$ cat config.mk
export PLATFORM = sky130hd
export DESIGN_NAME = nx_control_host_flat
export DESIGN_NICKNAME = d
export VERILOG_FILES = /design/src/rtl/nx_control_host_pkg.sv /design/src/rtl/nx_control_host_if.sv /design/src/rtl/nx_control_host_reassembly.sv /design/src/rtl/nx_control_host.sv /design/src/flat_wrapper.sv
export SDC_FILE = /design/constraint.sdc
export NUM_CORES = 1
export LEC_CHECK = 0
export CAP_MARGIN = 20
export CORE_MARGIN = 2
export CORE_UTILIZATION = 25
export DETAILED_ROUTE_END_ITERATION = 8
export HOLD_SLACK_MARGIN = 0.02
export PLACE_DENSITY = 0.51
export RECOVER_POWER = 50
export SLEW_MARGIN = 20
export SYNTH_ARGS = -nofsm -noshare
export SYNTH_HDL_FRONTEND = slang
export SYNTH_SLANG_ARGS = --single-unit
$ cat constraint.sdc
create_clock -name i_clk -period 19.7 [get_ports i_clk]
set_input_delay 3.94 -clock i_clk [delete_from_list [all_inputs] [get_ports i_clk]]
set_output_delay 3.94 -clock i_clk [all_outputs]
set_load 0.03 [all_outputs]
$ cat src/rtl/nx_control_host_pkg.sv
// nx_control_host_pkg: shared Nexus control types, section width and helper for nx_control_host
package nx_control_host_pkg;
  localparam int TIMER_WIDTH              = 24;
  localparam int CONTROL_OUT_SECTION_BITS = 96;
  typedef enum logic [2:0] {
    CONTROL_REQ_TYPE_READ_PARAMS = 3'd0,
    CONTROL_REQ_TYPE_READ_STATUS = 3'd1,
    CONTROL_REQ_TYPE_SOFT_RESET  = 3'd2,
    CONTROL_REQ_TYPE_CONFIGURE   = 3'd3,
    CONTROL_REQ_TYPE_TRIGGER     = 3'd4,
    CONTROL_REQ_TYPE_TO_MESH     = 3'd5,
    CONTROL_REQ_TYPE_MEMORY      = 3'd6
  } control_req_type_t;
  typedef enum logic [2:0] {
    CONTROL_RESP_TYPE_PARAMS    = 3'd0,
    CONTROL_RESP_TYPE_STATUS    = 3'd1,
    CONTROL_RESP_TYPE_OUTPUTS   = 3'd2,
    CONTROL_RESP_TYPE_FROM_MESH = 3'd3,
    CONTROL_RESP_TYPE_PADDING   = 3'd7
  } control_resp_type_t;
  typedef struct packed {
    control_req_type_t command;
    logic [63:0]       payload;
  } control_request_t;
  typedef struct packed {
    control_resp_type_t format;
    logic [127:0]       payload;
  } control_response_t;
  typedef struct packed {
    logic [31:0] id;
    logic [15:0] version;
    logic [7:0]  rows;
    logic [7:0]  columns;
  } control_response_parameters_t;
  typedef struct packed {
    logic                   active;
    logic                   seen_low;
    logic                   first_tick;
    logic [4:0]             interval_set;
    logic [TIMER_WIDTH-1:0] cycle;
  } control_response_status_t;
  typedef struct packed {
    logic [TIMER_WIDTH-1:0]              stamp;
    logic [7:0]                          index;
    logic [CONTROL_OUT_SECTION_BITS-1:0] section;
  } control_response_outputs_t;
  typedef struct packed {
    logic [7:0]  row;
    logic [7:0]  column;
    logic [1:0]  command;
    logic [45:0] payload;
  } node_message_t;
  function automatic int num_sections(input int bits);
    return (bits + CONTROL_OUT_SECTION_BITS - 1) / CONTROL_OUT_SECTION_BITS;
  endfunction
endpackage

$ cat src/rtl/nx_control_host_if.sv
// nx_control_host_if: host request, controller in/out, mesh and status signals of nx_control_host
// Signal names are from the host block's point of view (i_ = into nx_control_host, o_ = out of it).
// Modports: slave = nx_control_host, master = the host bridge / controller side driving it.
interface nx_control_host_if import nx_control_host_pkg::*; #(
  parameter int COLUMNS   = 3,
  parameter int OUTPUTS   = 32,
  parameter int MAX_READS = 4
) ();
  control_request_t                     i_req_data;
  logic                                 i_req_valid;
  logic                                 o_req_ready;
  control_request_t                     o_ctrl_in_data;
  logic                                 o_ctrl_in_valid;
  logic                                 i_ctrl_in_ready;
  control_response_t                    i_ctrl_out_data;
  logic                                 i_ctrl_out_valid;
  logic                                 o_ctrl_out_ready;
  control_response_parameters_t         o_params;
  logic                                 o_params_valid;
  control_response_status_t             o_status;
  logic                                 o_status_valid;
  node_message_t                        o_mesh_data;
  logic                                 o_mesh_valid;
  logic                                 i_mesh_ready;
  logic [COLUMNS*OUTPUTS-1:0]           o_outputs;
  logic [TIMER_WIDTH-1:0]               o_outputs_stamp;
  logic                                 o_outputs_valid;
  logic [$clog2(MAX_READS+1)-1:0]       o_pending;
  logic                                 o_err_sequence;
  logic                                 o_err_unexpected;
  modport slave (
    input  i_req_data, i_req_valid, i_ctrl_in_ready, i_ctrl_out_data, i_ctrl_out_valid, i_mesh_ready,
    output o_req_ready, o_ctrl_in_data, o_ctrl_in_valid, o_ctrl_out_ready, o_params, o_params_valid,
           o_status, o_status_valid, o_mesh_data, o_mesh_valid, o_outputs, o_outputs_stamp,
           o_outputs_valid, o_pending, o_err_sequence, o_err_unexpected
  );
  modport master (
    output i_req_data, i_req_valid, i_ctrl_in_ready, i_ctrl_out_data, i_ctrl_out_valid, i_mesh_ready,
    input  o_req_ready, o_ctrl_in_data, o_ctrl_in_valid, o_ctrl_out_ready, o_params, o_params_valid,
           o_status, o_status_valid, o_mesh_data, o_mesh_valid, o_outputs, o_outputs_stamp,
           o_outputs_valid, o_pending, o_err_sequence, o_err_unexpected
  );
endinterface

$ cat src/rtl/nx_control_host_reassembly.sv
// nx_control_host_reassembly: collects 96-bit output sections into one mesh-output vector
// Ports: i_clk/i_rst (async active-high); i_clear soft-clears FSM and error; i_valid/i_section
//   deliver one OUTPUTS section; o_outputs/o_stamp/o_valid publish the vector; o_err_sequence sticky.
module nx_control_host_reassembly import nx_control_host_pkg::*; #(
  parameter int COLUMNS = 3,
  parameter int OUTPUTS = 32
) (
  input  logic                       i_clk,
  input  logic                       i_rst,
  input  logic                       i_clear,
  input  logic                       i_valid,
  input  control_response_outputs_t  i_section,
  output logic [COLUMNS*OUTPUTS-1:0] o_outputs,
  output logic [TIMER_WIDTH-1:0]     o_stamp,
  output logic                       o_valid,
  output logic                       o_err_sequence
);
  localparam int         NS   = num_sections(COLUMNS * OUTPUTS);
  localparam int         SB   = CONTROL_OUT_SECTION_BITS;
  localparam logic [7:0] LAST = 8'(NS - 1);
  typedef enum logic {ST_WAIT, ST_COLLECT} state_t;
  state_t                     r_state;
  logic [7:0]                 r_exp;
  logic [TIMER_WIDTH-1:0]     r_stamp;
  logic [NS*SB-1:0]           r_sects;
  logic [COLUMNS*OUTPUTS-1:0] r_outputs;
  logic [TIMER_WIDTH-1:0]     r_out_stamp;
  logic                       r_valid;
  logic                       r_err;
  logic [NS*SB-1:0]           w_sects;
  logic                       w_match;
  logic                       w_first;
  // Storage image with the incoming section dropped into its slot, so a publish sees it too.
  always_comb begin
    w_sects = r_sects;
    for (int s = 0; s < NS; s++)
      if (i_section.index == 8'(s)) w_sects[s*SB +: SB] = i_section.section;
  end
  assign w_match = r_state == ST_COLLECT && i_section.index == r_exp && i_section.stamp == r_stamp;
  assign w_first = i_section.index == 8'd0;
  always_ff @(posedge i_clk or posedge i_rst)
    if (i_rst) begin
      r_state     <= ST_WAIT;
      r_exp       <= '0;
      r_stamp     <= '0;
      r_sects     <= '0;
      r_outputs   <= '0;
      r_out_stamp <= '0;
      r_valid     <= 1'b0;
      r_err       <= 1'b0;
    end else if (i_clear) begin
      r_state <= ST_WAIT;
      r_exp   <= '0;
      r_valid <= 1'b0;
      r_err   <= 1'b0;
    end else begin
      r_valid <= 1'b0;
      if (i_valid) begin
        if (w_match) begin
          r_sects <= w_sects;
          if (r_exp == LAST) begin
            r_outputs   <= w_sects[COLUMNS*OUTPUTS-1:0];
            r_out_stamp <= i_section.stamp;
            r_valid     <= 1'b1;
            r_state     <= ST_WAIT;
          end else r_exp <= r_exp + 8'd1;
        end else if (w_first) begin
          // Section 0 always (re)starts a vector; arriving mid-collection is a sequence error.
          r_sects <= w_sects;
          r_stamp <= i_section.stamp;
          r_exp   <= 8'd1;
          if (r_state == ST_COLLECT) r_err <= 1'b1;
          if (NS == 1) begin
            r_outputs   <= w_sects[COLUMNS*OUTPUTS-1:0];
            r_out_stamp <= i_section.stamp;
            r_valid     <= 1'b1;
            r_state     <= ST_WAIT;
          end else r_state <= ST_COLLECT;
        end else begin
          r_err   <= 1'b1;
          r_state <= ST_WAIT;
        end
      end
    end
  assign o_outputs      = r_outputs;
  assign o_stamp        = r_out_stamp;
  assign o_valid        = r_valid;
  assign o_err_sequence = r_err;
endmodule

$ cat src/rtl/nx_control_host.sv
// nx_control_host: host-side initiator for the Nexus control protocol
// Ports: i_clk, i_rst (async active-high); bus = nx_control_host_if.slave carrying the host request
//   stream, controller inbound/outbound streams, latched params/status, mesh message stream,
//   reassembled outputs with stamp, outstanding read count and sticky error flags.
// Optional: define NX_CONTROL_HOST_TIMEOUT_EN to add the read watchdog and the o_err_timeout port.
module nx_control_host import nx_control_host_pkg::*; #(
  parameter int COLUMNS        = 3,
  parameter int OUTPUTS        = 32,
  parameter int MAX_READS      = 4,
  parameter int TIMEOUT_CYCLES = 1024
) (
  input  logic i_clk,
  input  logic i_rst,
`ifdef NX_CONTROL_HOST_TIMEOUT_EN
  output logic o_err_timeout,
`endif
  nx_control_host_if.slave bus
);
  localparam int            PW    = $clog2(MAX_READS + 1);
  localparam logic [PW-1:0] MAX_P = PW'(MAX_READS);
  control_request_t             r_in_data;
  logic                         r_in_valid;
  logic [PW-1:0]                r_pending;
  logic                         r_err_unexp;
  control_response_parameters_t r_params;
  control_response_status_t     r_status;
  logic                         r_params_valid;
  logic                         r_status_valid;
  node_message_t                r_fifo [2];
  logic                         r_wp;
  logic                         r_rp;
  logic [1:0]                   r_cnt;
  control_response_t            w_rsp;
  logic w_is_read, w_req_fire, w_soft, w_inc, w_rsp_fire, w_is_pr, w_dec, w_clr, w_push, w_pop;
  assign w_rsp      = bus.i_ctrl_out_data;
  assign w_is_read  = bus.i_req_data.command == CONTROL_REQ_TYPE_READ_PARAMS ||
                      bus.i_req_data.command == CONTROL_REQ_TYPE_READ_STATUS;
  // Reads are refused once MAX_READS are outstanding; other requests only need a free slot.
  assign bus.o_req_ready = (!r_in_valid || bus.i_ctrl_in_ready) && !(w_is_read && r_pending == MAX_P);
  assign w_req_fire = bus.i_req_valid && bus.o_req_ready;
  assign w_soft     = w_req_fire && bus.i_req_data.command == CONTROL_REQ_TYPE_SOFT_RESET;
  assign w_inc      = w_req_fire && w_is_read;
  assign bus.o_ctrl_out_ready = r_cnt != 2'd2;
  assign w_rsp_fire = bus.i_ctrl_out_valid && bus.o_ctrl_out_ready;
  assign w_is_pr    = w_rsp_fire && (w_rsp.format == CONTROL_RESP_TYPE_PARAMS ||
                                     w_rsp.format == CONTROL_RESP_TYPE_STATUS);
  assign w_dec      = w_is_pr && r_pending != '0;
  assign w_push     = w_rsp_fire && w_rsp.format == CONTROL_RESP_TYPE_FROM_MESH;
  assign w_pop      = r_cnt != 2'd0 && bus.i_mesh_ready;
`ifdef NX_CONTROL_HOST_TIMEOUT_EN
  localparam int WW = $clog2(TIMEOUT_CYCLES + 1);
  logic [WW-1:0] r_wd;
  logic          r_err_timeout;
  logic          w_to;
  assign w_to  = r_pending != '0 && r_wd == WW'(TIMEOUT_CYCLES - 1);
  assign w_clr = w_soft || w_to;
  always_ff @(posedge i_clk or posedge i_rst)
    if (i_rst) begin
      r_wd          <= '0;
      r_err_timeout <= 1'b0;
    end else begin
      r_wd <= (r_pending == '0 || w_to || w_is_pr || w_soft) ? '0 : r_wd + 1'b1;
      if (w_to) r_err_timeout <= 1'b1;
    end
  assign o_err_timeout = r_err_timeout;
`else
  assign w_clr = w_soft;
`endif
  always_ff @(posedge i_clk or posedge i_rst)
    if (i_rst) begin
      r_in_data   <= '0;
      r_in_valid  <= 1'b0;
      r_pending   <= '0;
      r_err_unexp <= 1'b0;
    end else begin
      if (w_req_fire) begin
        r_in_data  <= bus.i_req_data;
        r_in_valid <= 1'b1;
      end else if (bus.i_ctrl_in_ready) r_in_valid <= 1'b0;
      if (w_clr) r_pending <= '0;
      else if (w_inc && !w_dec) r_pending <= r_pending + 1'b1;
      else if (w_dec && !w_inc) r_pending <= r_pending - 1'b1;
      if (w_soft) r_err_unexp <= 1'b0;
      else if (w_is_pr && r_pending == '0) r_err_unexp <= 1'b1;
    end
  always_ff @(posedge i_clk or posedge i_rst)
    if (i_rst) begin
      r_params       <= '0;
      r_status       <= '0;
      r_params_valid <= 1'b0;
      r_status_valid <= 1'b0;
      r_fifo[0]      <= '0;
      r_fifo[1]      <= '0;
      r_wp           <= 1'b0;
      r_rp           <= 1'b0;
      r_cnt          <= '0;
    end else begin
      r_params_valid <= w_rsp_fire && w_rsp.format == CONTROL_RESP_TYPE_PARAMS;
      r_status_valid <= w_rsp_fire && w_rsp.format == CONTROL_RESP_TYPE_STATUS;
      if (w_rsp_fire && w_rsp.format == CONTROL_RESP_TYPE_PARAMS)
        r_params <= control_response_parameters_t'(w_rsp.payload[$bits(control_response_parameters_t)-1:0]);
      if (w_rsp_fire && w_rsp.format == CONTROL_RESP_TYPE_STATUS)
        r_status <= control_response_status_t'(w_rsp.payload[$bits(control_response_status_t)-1:0]);
      if (w_push) begin
        r_fifo[r_wp] <= node_message_t'(w_rsp.payload[$bits(node_message_t)-1:0]);
        r_wp         <= !r_wp;
      end
      if (w_pop) r_rp <= !r_rp;
      r_cnt <= r_cnt + {1'b0, w_push} - {1'b0, w_pop};
    end
  nx_control_host_reassembly #(.COLUMNS(COLUMNS), .OUTPUTS(OUTPUTS)) u_reasm (
    .i_clk          (i_clk),
    .i_rst          (i_rst),
    .i_clear        (w_soft),
    .i_valid        (w_rsp_fire && w_rsp.format == CONTROL_RESP_TYPE_OUTPUTS),
    .i_section      (control_response_outputs_t'(w_rsp.payload)),
    .o_outputs      (bus.o_outputs),
    .o_stamp        (bus.o_outputs_stamp),
    .o_valid        (bus.o_outputs_valid),
    .o_err_sequence (bus.o_err_sequence)
  );
  assign bus.o_ctrl_in_data   = r_in_data;
  assign bus.o_ctrl_in_valid  = r_in_valid;
  assign bus.o_params         = r_params;
  assign bus.o_params_valid   = r_params_valid;
  assign bus.o_status         = r_status;
  assign bus.o_status_valid   = r_status_valid;
  assign bus.o_mesh_data      = r_fifo[r_rp];
  assign bus.o_mesh_valid     = r_cnt != 2'd0;
  assign bus.o_pending        = r_pending;
  assign bus.o_err_unexpected = r_err_unexp;
endmodule

$ cat src/flat_wrapper.sv
// flat-port wrapper written by rule: the top's interface ports become plain ports
module nx_control_host_flat import nx_control_host_pkg::*;
#(
  parameter int COLUMNS        = 3,
  parameter int OUTPUTS        = 32,
  parameter int MAX_READS      = 4,
  parameter int TIMEOUT_CYCLES = 1024
)
  (i_clk, i_rst, bus_i_req_data, bus_i_req_valid, bus_i_ctrl_in_ready, bus_i_ctrl_out_data, bus_i_ctrl_out_valid, bus_i_mesh_ready, bus_o_req_ready, bus_o_ctrl_in_data, bus_o_ctrl_in_valid, bus_o_ctrl_out_ready, bus_o_params, bus_o_params_valid, bus_o_status, bus_o_status_valid, bus_o_mesh_data, bus_o_mesh_valid, bus_o_outputs, bus_o_outputs_stamp, bus_o_outputs_valid, bus_o_pending, bus_o_err_sequence, bus_o_err_unexpected);
  nx_control_host_if #(.COLUMNS(COLUMNS), .OUTPUTS(OUTPUTS), .MAX_READS(MAX_READS)) bus_i ();
  input  logic i_clk;
  input  logic i_rst;
  input wire logic [$bits(bus_i.i_req_data)-1:0] bus_i_req_data;
  input wire logic [$bits(bus_i.i_req_valid)-1:0] bus_i_req_valid;
  input wire logic [$bits(bus_i.i_ctrl_in_ready)-1:0] bus_i_ctrl_in_ready;
  input wire logic [$bits(bus_i.i_ctrl_out_data)-1:0] bus_i_ctrl_out_data;
  input wire logic [$bits(bus_i.i_ctrl_out_valid)-1:0] bus_i_ctrl_out_valid;
  input wire logic [$bits(bus_i.i_mesh_ready)-1:0] bus_i_mesh_ready;
  output wire logic [$bits(bus_i.o_req_ready)-1:0] bus_o_req_ready;
  output wire logic [$bits(bus_i.o_ctrl_in_data)-1:0] bus_o_ctrl_in_data;
  output wire logic [$bits(bus_i.o_ctrl_in_valid)-1:0] bus_o_ctrl_in_valid;
  output wire logic [$bits(bus_i.o_ctrl_out_ready)-1:0] bus_o_ctrl_out_ready;
  output wire logic [$bits(bus_i.o_params)-1:0] bus_o_params;
  output wire logic [$bits(bus_i.o_params_valid)-1:0] bus_o_params_valid;
  output wire logic [$bits(bus_i.o_status)-1:0] bus_o_status;
  output wire logic [$bits(bus_i.o_status_valid)-1:0] bus_o_status_valid;
  output wire logic [$bits(bus_i.o_mesh_data)-1:0] bus_o_mesh_data;
  output wire logic [$bits(bus_i.o_mesh_valid)-1:0] bus_o_mesh_valid;
  output wire logic [$bits(bus_i.o_outputs)-1:0] bus_o_outputs;
  output wire logic [$bits(bus_i.o_outputs_stamp)-1:0] bus_o_outputs_stamp;
  output wire logic [$bits(bus_i.o_outputs_valid)-1:0] bus_o_outputs_valid;
  output wire logic [$bits(bus_i.o_pending)-1:0] bus_o_pending;
  output wire logic [$bits(bus_i.o_err_sequence)-1:0] bus_o_err_sequence;
  output wire logic [$bits(bus_i.o_err_unexpected)-1:0] bus_o_err_unexpected;
  assign bus_i.i_req_data = bus_i_req_data;
  assign bus_i.i_req_valid = bus_i_req_valid;
  assign bus_i.i_ctrl_in_ready = bus_i_ctrl_in_ready;
  assign bus_i.i_ctrl_out_data = bus_i_ctrl_out_data;
  assign bus_i.i_ctrl_out_valid = bus_i_ctrl_out_valid;
  assign bus_i.i_mesh_ready = bus_i_mesh_ready;
  assign bus_o_req_ready = bus_i.o_req_ready;
  assign bus_o_ctrl_in_data = bus_i.o_ctrl_in_data;
  assign bus_o_ctrl_in_valid = bus_i.o_ctrl_in_valid;
  assign bus_o_ctrl_out_ready = bus_i.o_ctrl_out_ready;
  assign bus_o_params = bus_i.o_params;
  assign bus_o_params_valid = bus_i.o_params_valid;
  assign bus_o_status = bus_i.o_status;
  assign bus_o_status_valid = bus_i.o_status_valid;
  assign bus_o_mesh_data = bus_i.o_mesh_data;
  assign bus_o_mesh_valid = bus_i.o_mesh_valid;
  assign bus_o_outputs = bus_i.o_outputs;
  assign bus_o_outputs_stamp = bus_i.o_outputs_stamp;
  assign bus_o_outputs_valid = bus_i.o_outputs_valid;
  assign bus_o_pending = bus_i.o_pending;
  assign bus_o_err_sequence = bus_i.o_err_sequence;
  assign bus_o_err_unexpected = bus_i.o_err_unexpected;
  nx_control_host #(.COLUMNS(COLUMNS), .OUTPUTS(OUTPUTS), .MAX_READS(MAX_READS), .TIMEOUT_CYCLES(TIMEOUT_CYCLES)) u_core (.i_clk(i_clk), .i_rst(i_rst), .bus(bus_i));
endmodule
Yosys cells after proc, flatten, opt, wreduce, memory -nomap -nowiden

Cells that the tools add are included.
Widths: inputs -> output; s select.

Input port bits: 204
Flip-flop bits (word level): 553
Output and inout port bits: 359

$lt $le $gt $ge: 3
$add $sub $neg: 5
Bitwise gates (word level): 4
Muxes and demuxes: 40
Equality and inequality tests: 14
Reduce and logical (&&, ||, !) cells: 47

Operators by type and width:

| kind                | count |
|---|---|
| $mux 96             | 5 |
| $mux 64             | 4 |
| $bwmux 128          | 1 |
| $mux 24             | 3 |
| $demux 64 s1        | 1 |
| $mux 8              | 5 |
| $eq 24x24->1        | 1 |
| $logic_and 1x1->1   | 19 |
| $mux 1              | 18 |
| $logic_not 8->1     | 2 |
| $reduce_bool 2->1   | 5 |
| $eq 3x2->1 const B  | 3 |
| $logic_not 3->1     | 3 |
| $mux 3              | 3 |
| $reduce_and 3->1    | 3 |
| $reduce_bool 3->1   | 3 |
| $add 8x1->8 const B | 1 |
| $eq 8x8->1          | 1 |
| $reduce_and 4->1    | 2 |
| $eq 3x1->1 const B  | 2 |
| $logic_not 1->1     | 6 |
| $ne 3x3->1 const B  | 2 |
| $ge 2x2->1 const B  | 2 |
| $ne 2x2->1 const B  | 2 |
| other kinds (12)    | 16 |

Depth between registers and ports, before layout

Gate-level depths: netlist of the first run.

Depth in word-level cells: 12
Gate-level depth with buffers: 7
Gate-level depth less buffers: 7

Cells and area by module

From an unflattened synthesis of the first run, not the netlist that was laid out.

Cell total of the unflattened synthesis: 1,011
Area, all modules: 16,789.9 um^2

Modules (own cells, without submodules):

| module                     | cells each | times used | seq. area each (um^2) | area an instance (um^2) |
|---|---|---|---|---|
| nx_control_host            | 749        | 1          | 7,557.2               | 12,221.7 |
| nx_control_host_reassembly | 262        | 1          | 3,052.9               | 4,568.1 |

Worst setup path before layout of the first run

Ideal clock, no wire load.

Kind: in2out
Start point: in bus_i_req_data[65]
End point: out bus_o_req_ready
Stages: 2
Required time: 15,760 ps
Path slack: 11,234 ps
Data arrival time: 4,526 ps
Cells stage by stage: nor2_1 -> a31oi_1

Word-level cells in the longest chain between the ends: 5

Ends and longest elaborated chain:

| what                                                 | line                                         | RTL |
|---|---|---|
| from (decl)                                          | flat_wrapper.sv:13                           | `input wire logic [$bits(bus_i.i_req_data)-1:0] bus_i_req_data;` |
| $eq 3x1->1 / $logic_not 3->1 (equally long branches) | nx_control_host.sv:37, nx_control_host.sv:36 |  |
| $logic_or 1x1->1 (*)                                 | nx_control_host.sv:36                        | `assign w_is_read = bus.i_req_data.command == CONTROL_REQ_TYPE_READ_PARAMS \|\|` |
| $logic_and 1x1->1 (*)                                | nx_control_host.sv:39                        | `assign bus.o_req_ready = (!r_in_valid \|\| bus.i_ctrl_in_ready) && !(w_is_read && r_pending == MAX_P);` |
| $logic_not 1->1 (*)                                  | nx_control_host.sv:39                        |  |
| $logic_and 1x1->1 (*)                                | nx_control_host.sv:39                        |  |
| to (decl)                                            | flat_wrapper.sv:19                           | `output wire logic [$bits(bus_i.o_req_ready)-1:0] bus_o_req_ready;` |

Mark *: on every way between the ends. The rest lies on a longest branch, timed or not.

==> flow_summary_export.csv, run 1 <==
group,metric,value,unit
outcome,outcome,"finished with violations",
outcome,violations,"capacitance limit, slew limit",
floorplanning,die_x,262,um
logic_synthesis,synth_top_cells_by_count,"dfrtp_1, mux2_2, mux2_1",
sta,clock-skew-final,0.0181,ns
clock_tree,cts_sinks,424,
sta,fin_tns_setup,0,ns
logic_synthesis,syn_avg_cell_area,16.6,um2
logic_synthesis,ys_ff_latch,424,
placement,globalplace.congestion,0.763,
route,drtAntennaViolNets,0,
clock_tree,cts_resized,0,
placement,dp_hpwl,35.6,mm
power_and_ir_drop,total_power,3.65,mW
route,wire_per_inst,20.1,um
logic_synthesis,synth_nets,1213,
run,maxCapViolations,8,
logic_synthesis,syn_area,16700,um2
clock_tree,cts_tree,"done",
sta,slew_headroom,-2.69,
worst_hold_path,hold_depth,1,
route,drc_errors,0,
floorplanning,core_area,66000,um2
critical_path,startpoint_type,"input port",
power_and_ir_drop,p_leak,11.4,nW
critical_path,path_class,"input port to async pin",
clock_tree,hold_buffers,0,
logic_synthesis,synth_warnings,0,
sta,fmax,0.0945,GHz
route,vias,10701,
floorplanning,start_util,0.253,
cells_and_area,area_delta_synth_final,48.9,%
critical_path,r2r_cells,4,
cells_and_area,drive_above_1_share,0.216,
grt,grt_pass1_vias,11963,
power_and_ir_drop,ir_worst_vdd,0.0000807,V
worst_hold_path,hp-class,"flip-flop to flip-flop",
floorplanning,die_h,262,um
grt,grt_pass1_wl,76.9,mm
sta,slew_violations,455,
clock_tree,cts_setup_buffers,0,
critical_path,worstPathRequired,19.55,ns
power_and_ir_drop,power_per_cell_area,147,nW/um2
route,drtPass1Iterations,4,
critical_path,cp-end-kind,"async pin",
logic_synthesis,ys_seq_area_frac,0.636,
clock_tree,clk_latency,0.58,ns
logic_synthesis,synthTopCellsByArea,"dfrtp_1, mux2_2, mux2_1",
clock_tree,clk_pin_slew_worst_paths,0.06,ns
critical_path,rrSetupSlack,15.46,ns
grt,grt_antenna_before_repair,4,
cells_and_area,nets,1792,
logic_synthesis,synth_largest_area_cell,"dfrtp_1",
route,vias_per_cell,4.30,
route,routed_wl,50.0,mm
sta,fin_crit,10.58,ns
sta,finalHoldViolCount,0,
sta,worstMarginPinSlew,5.51,ns
floorplanning,pin_count,563,
grt,grtUsageTotal,0.145,
clock_tree,h-tree-depth,2,
sta,rsz0062_at_grt,"no",
logic_synthesis,synthArstFlopShare,1.00,
worst_hold_path,hp-start,"u_core.u_reasm.o_outputs[29]",
critical_path,critPathLaunch,"i_rst",
clock_tree,numCtsBuffers,50,
logic_synthesis,yosys.area.top_type_share,0.636,
logic_synthesis,yosysUniqueCellTypes,37,
placement,numPortBuffers,562,
worst_hold_path,whs_endpoint,"u_core.u_reasm.o_outputs[29]",
floorplanning,die_area,68900,um2
clock_tree,cts_buffer_depth,3,
sta,finalCritPeriodShare,0.537,
grt,grt_max_degree,119,
logic_synthesis,synth_cells,1006,
critical_path,reg2reg_from,"u_core.bus.o_pending[0]",
logic_synthesis,synth-main-ff-cell,"dfrtp_1",
logic_synthesis,synth_edf_count,0,
sta,holdWs,0.474,ns
grt,grt-ovfl-total,0,
logic_synthesis,synth.most_common_cell,"dfrtp_1",
floorplanning,core.rowCount,94,
sta,setup_viol,0,
placement,pre_cts_slack,10.26,ns
critical_path,critical_path_arrival,10.43,ns
critical_path,r2r_end,"u_core.bus.o_ctrl_in_data[13]",
cells_and_area,utilization,0.377,
critical_path,cp_max_fo,118,
clock_tree,cts_root_buf,"clkbuf_16",
route,drt_iter0_drc,338,
sta,fin_ws,9.12,ns
cells by family (layout without fill, tap and decap cells):
group,count (synthesis),after routing,synth area share
other,0,1,0
buffers and inverters,55,675,0.0205
AO/OA/AOI/OAI,7,7,0.00427
multiplexers,476,476,0.321
flip-flops,424,424,0.636
XOR/XNOR,6,6,0.00315
adder cells (fa/ha/maj),3,3,0.00270
AND/OR/NAND/NOR,35,35,0.0129
metal layers:
layer / wire length (um) / up-vias / global-route usage
met3: 4110 / 76 / 0.0527
met2: 24400 / 377 / 0.246
li1: - / 4754 / -
met1: 20100 / 5492 / 0.171
met5: 13 / - / 0
met4: 1330 / 2 / 0.0446
area by class of cell:
cell class              count  area (um2)
clock inverters            17         158
multi-input cells         527        5750
diodes                      1        2.50
well taps                 864        1080
flip-flops and latches    424       10600
repair buffers            576        5700
inverters                   6        23.8
fillers                  6251       41100
clock buffers              76        1530
per-stage QoR:
| stage | area, um2 | instances |
|---|---|---|
| 4_1_cts | 24900 | 2490 |
| 3_3_place_gp | 23200 | 2397 |
| 3_5_place_dp | 23200 | 2397 |
| 5_1_grt | 24900 | 2490 |
| 2_1_floorplan | 16700 | 1006 |
| 6_report | 24900 | 2491 |
worst max-delay path by stage:
stage / to / slack, ns / depth (start not counted)
2_1_floorplan: u_core.bus.o_ctrl_in_data[0] / 3.96 / 1
3_3_place_gp: bus_o_req_ready / 10.24 / 4
3_5_place_dp: bus_o_req_ready / 10.26 / 4
4_1_cts: bus_o_req_ready / 10.25 / 4
5_1_grt: u_core.bus.o_params[13] / 7.75 / 3
6_report: u_core.bus.o_params[19] / 9.12 / 3
power by group:
group | switching (mW) | internal (mW)
Sequential | 0.142 | 1.13
Combinational | 0.799 | 0.646
Clock | 0.372 | 0.561
Total | 1.31 | 2.34
registers in the layout, indices dropped and copies added, names as in the netlist:
register                       flops
u_core.r_fifo                    128
u_core.u_reasm.o_outputs          96
u_core.bus.o_ctrl_in_data         67
u_core.bus.o_params               64
u_core.bus.o_status               32
u_core.u_reasm.r_stamp            24
u_core.bus.o_pending               3
u_core.r_cnt                       2
u_core.bus.o_ctrl_in_valid         1
u_core.bus.o_err_unexpected        1
u_core.bus.o_params_valid          1
u_core.bus.o_status_valid          1
u_core.r_rp                        1
u_core.r_wp                        1
u_core.u_reasm.o_err_sequence      1
u_core.u_reasm.o_valid             1
critical path, cell delays in order:
cell and delay, ns:
dlygate4sd3_1 0.54, clkinvlp_2 3.05, clkbuf_1 2.76
layout by cell type (no fill, tap or decap), types with 3 or more instances in the layout:
| master | count |
|---|---|
| nand3_1 | 3 |
| inv_1 | 4 |
| clkdlybuf4s50_1 | 298 |
| inv_6 | 3 |
| dlygate4sd3_1 | 264 |
| nor4_1 | 3 |
| nor2_1 | 8 |
| clkbuf_16 | 50 |
| a21oi_1 | 3 |
| mux2_2 | 250 |
| clkbuf_1 | 15 |
| dfrtp_1 | 423 |
| xnor2_1 | 5 |
| nand2_1 | 5 |
| buf_4 | 7 |
| clkbuf_8 | 18 |
| mux2_1 | 225 |
| clkinv_2 | 11 |
No activity file was read; power rests on OpenSTA's default activity.
==> run 2, diff against run 1 <==
==> constraint.sdc (replaced) <==
create_clock -name i_clk -period 11 [get_ports i_clk]
set_input_delay 2.2 -clock i_clk [delete_from_list [all_inputs] [get_ports i_clk]]
set_output_delay 2.2 -clock i_clk [all_outputs]
set_load 0.03 [all_outputs]
==> run 2 against run 1 <==
The flow still finishes with violations (capacitance limit, slew limit). Design area about the same. Sequential share of layout area about the same. Flip-flop and latch count unchanged. Largest power group unchanged. Clock skew decreased by 0.0037 ns. Worst setup slack got worse by 4.9 ns. Total power increased by 80%.
==> flow_summary_export.csv, run 2 (synthesized netlist as in run 1, its figures left out) <==
group,metric,value,unit
route,wire_per_inst,19.8,um
critical_path,r2r_cells,6,
critical_path,startpoint_type,"input port",
route,vias_per_cell,4.29,
cells_and_area,area_delta_synth_final,49.0,%
outcome,outcome,"finished with violations",
power_and_ir_drop,power_per_cell_area,264,nW/um2
clock_tree,h-tree-depth,2,
route,drc_errors,0,
critical_path,cp-end-kind,"async pin",
cells_and_area,nets,1794,
clock_tree,cts_buffer_depth,3,
floorplanning,core_area,66000,um2
sta,setup_viol,0,
worst_hold_path,hp-class,"flip-flop to flip-flop",
sta,holdWs,0.478,ns
cells_and_area,top_register,"u_core.r_fifo",
power_and_ir_drop,ir_worst_vdd,0.000150,V
placement,numPortBuffers,562,
clock_tree,cts_sinks,424,
placement,globalplace.congestion,0.758,
critical_path,slowest_delay,2.67,ns
clock_tree,numCtsBuffers,50,
clock_tree,clk_pin_slew_worst_paths,0.06,ns
placement,postPlaceCellArea,23300,um2
route,drtAntennaViolNets,0,
floorplanning,core.rowCount,94,
critical_path,cp_cell_sequence,"dlygate4sd3_1 -> clkinvlp_2 -> clkbuf_2",
grt,grt-ovfl-total,0,
critical_path,path_class,"input port to async pin",
critical_path,reg2reg_from,"u_core.r_cnt[0]",
outcome,violations,"capacitance limit, slew limit",
route,routed_wl,49.3,mm
floorplanning,die_area,68900,um2
sta,clock-skew-final,0.0144,ns
sta,worstMarginPinSlew,4.00,ns
sta,finalHoldViolCount,0,
grt,grt_max_degree,160,
floorplanning,pin_count,563,
grt,grt_antenna_before_repair,2,
critical_path,worstPathRequired,10.27,ns
sta,fin_crit,6.83,ns
critical_path,cp_max_fo,147,
worst_hold_path,hold_depth,1,
cells_and_area,stdcell_area,24900,um2
sta,slew_headroom,-1.67,
grt,grt_pass1_wl,75.1,mm
critical_path,crit_cells,3,
cells_and_area,largest_reg_flops,128,
worst_hold_path,hp-start,"u_core.u_reasm.o_outputs[43]",
critical_path,critical_path_arrival,6.10,ns
sta,rsz0062_at_grt,"no",
clock_tree,clk_latency,0.57,ns
run,maxCapViolations,8,
sta,fin_ws,4.17,ns
floorplanning,start_util,0.253,
clock_tree,cts_root_buf,"clkbuf_16",
clock_tree,cts_tree,"done",
floorplanning,die_x,262,um
placement,dp_hpwl,34.9,mm
grt,grtUsageTotal,0.141,
critical_path,crit_slowest_cell,"clkbuf_2",
cells_and_area,num-fill-cells,6239,
route,drt_iter0_drc,352,
floorplanning,die_h,262,um
critical_path,crit_buf_inv,3,
cells_and_area,multiInputGateArea,5750,um2
cells_and_area,drive_above_1_share,0.215,
route,drtPass1Iterations,4,
sta,fin_tns_setup,0,ns
sta,fmax,0.146,GHz
grt,grt_pass1_vias,12001,
critical_path,critPathTopFamily,"buffers and inverters",
route,vias,10701,
placement,pre_cts_slack,5.02,ns
sta,slew_violations,506,
sta,finalCritPeriodShare,0.621,
clock_tree,cts_setup_buffers,0,
cells_and_area,layout_commonest_cell,"clkdlybuf4s50_1",
cells_and_area,layout_common_cells,"clkdlybuf4s50_1, dfrtp_1, mux2_2",
clock_tree,hold_buffers,0,
power_and_ir_drop,total_power,6.57,mW
cells_and_area,seq_area,10600,um2
critical_path,critPathLaunch,"i_rst",
power_and_ir_drop,p_leak,11.0,nW
clock_tree,cts_resized,0,
==> run 2: report_power, final <==
group	switching (mW)	total [mW]	internal, mW
clock network	0.654	1.63	0.979
logic	1.43	2.64	1.22
registers	0.261	2.29	2.03
total	2.34	6.57	4.23
==> run 2: final cells by class <==
type / count / area share
tap: 864 / 0.0435
clock inverter: 13 / 0.00397
timing repair buffer: 578 / 0.232
inverter: 6 / 0.000956
antenna: 3 / 0.000302
clock buffer: 77 / 0.0618
sequential: 424 / 0.427
multi-input combinational: 527 / 0.231
==> run 2: worst reg2reg max path: stages (launching register included) <==
cell and delay, ns:
dfrtp_1 0.38, nand2b_2 0.23, nand4_1 0.25, inv_1 0.10
nand2_1 1.25, buf_4 0.67, mux2_2 0.41
==> run 2: final timing paths <==
| path | end | slack, ns |
|---|---|---|
| hold reg to reg | u_core.u_reasm.o_outputs[43] | 0.48 |
| setup / recovery | u_core.r_rp | 4.17 |
| hold / removal | u_core.u_reasm.o_outputs[43] | 0.48 |
| min in group asynchronous | u_core.u_reasm.o_outputs[75] | 2.23 |
| setup reg to reg | u_core.r_fifo[43] | 7.59 |
| max in group i_clk | bus_o_req_ready | 4.94 |
==> run 2: metrics by stage <==
step                      instances   util
after floorplan                1006      -
final                          2492  0.377
after CTS                      2488  0.378
after detailed placement       2398  0.353
after global routing           2489  0.377
after global placement         2396  0.352
==> run 2: metal layers <==
metal  vias up  GRT usage  share of wire
met1      5518      0.163           0.40
met4         0     0.0449          0.027
met3        77     0.0497          0.083
li1       4754          -              -
met5         -          0              0
met2       352      0.244           0.50
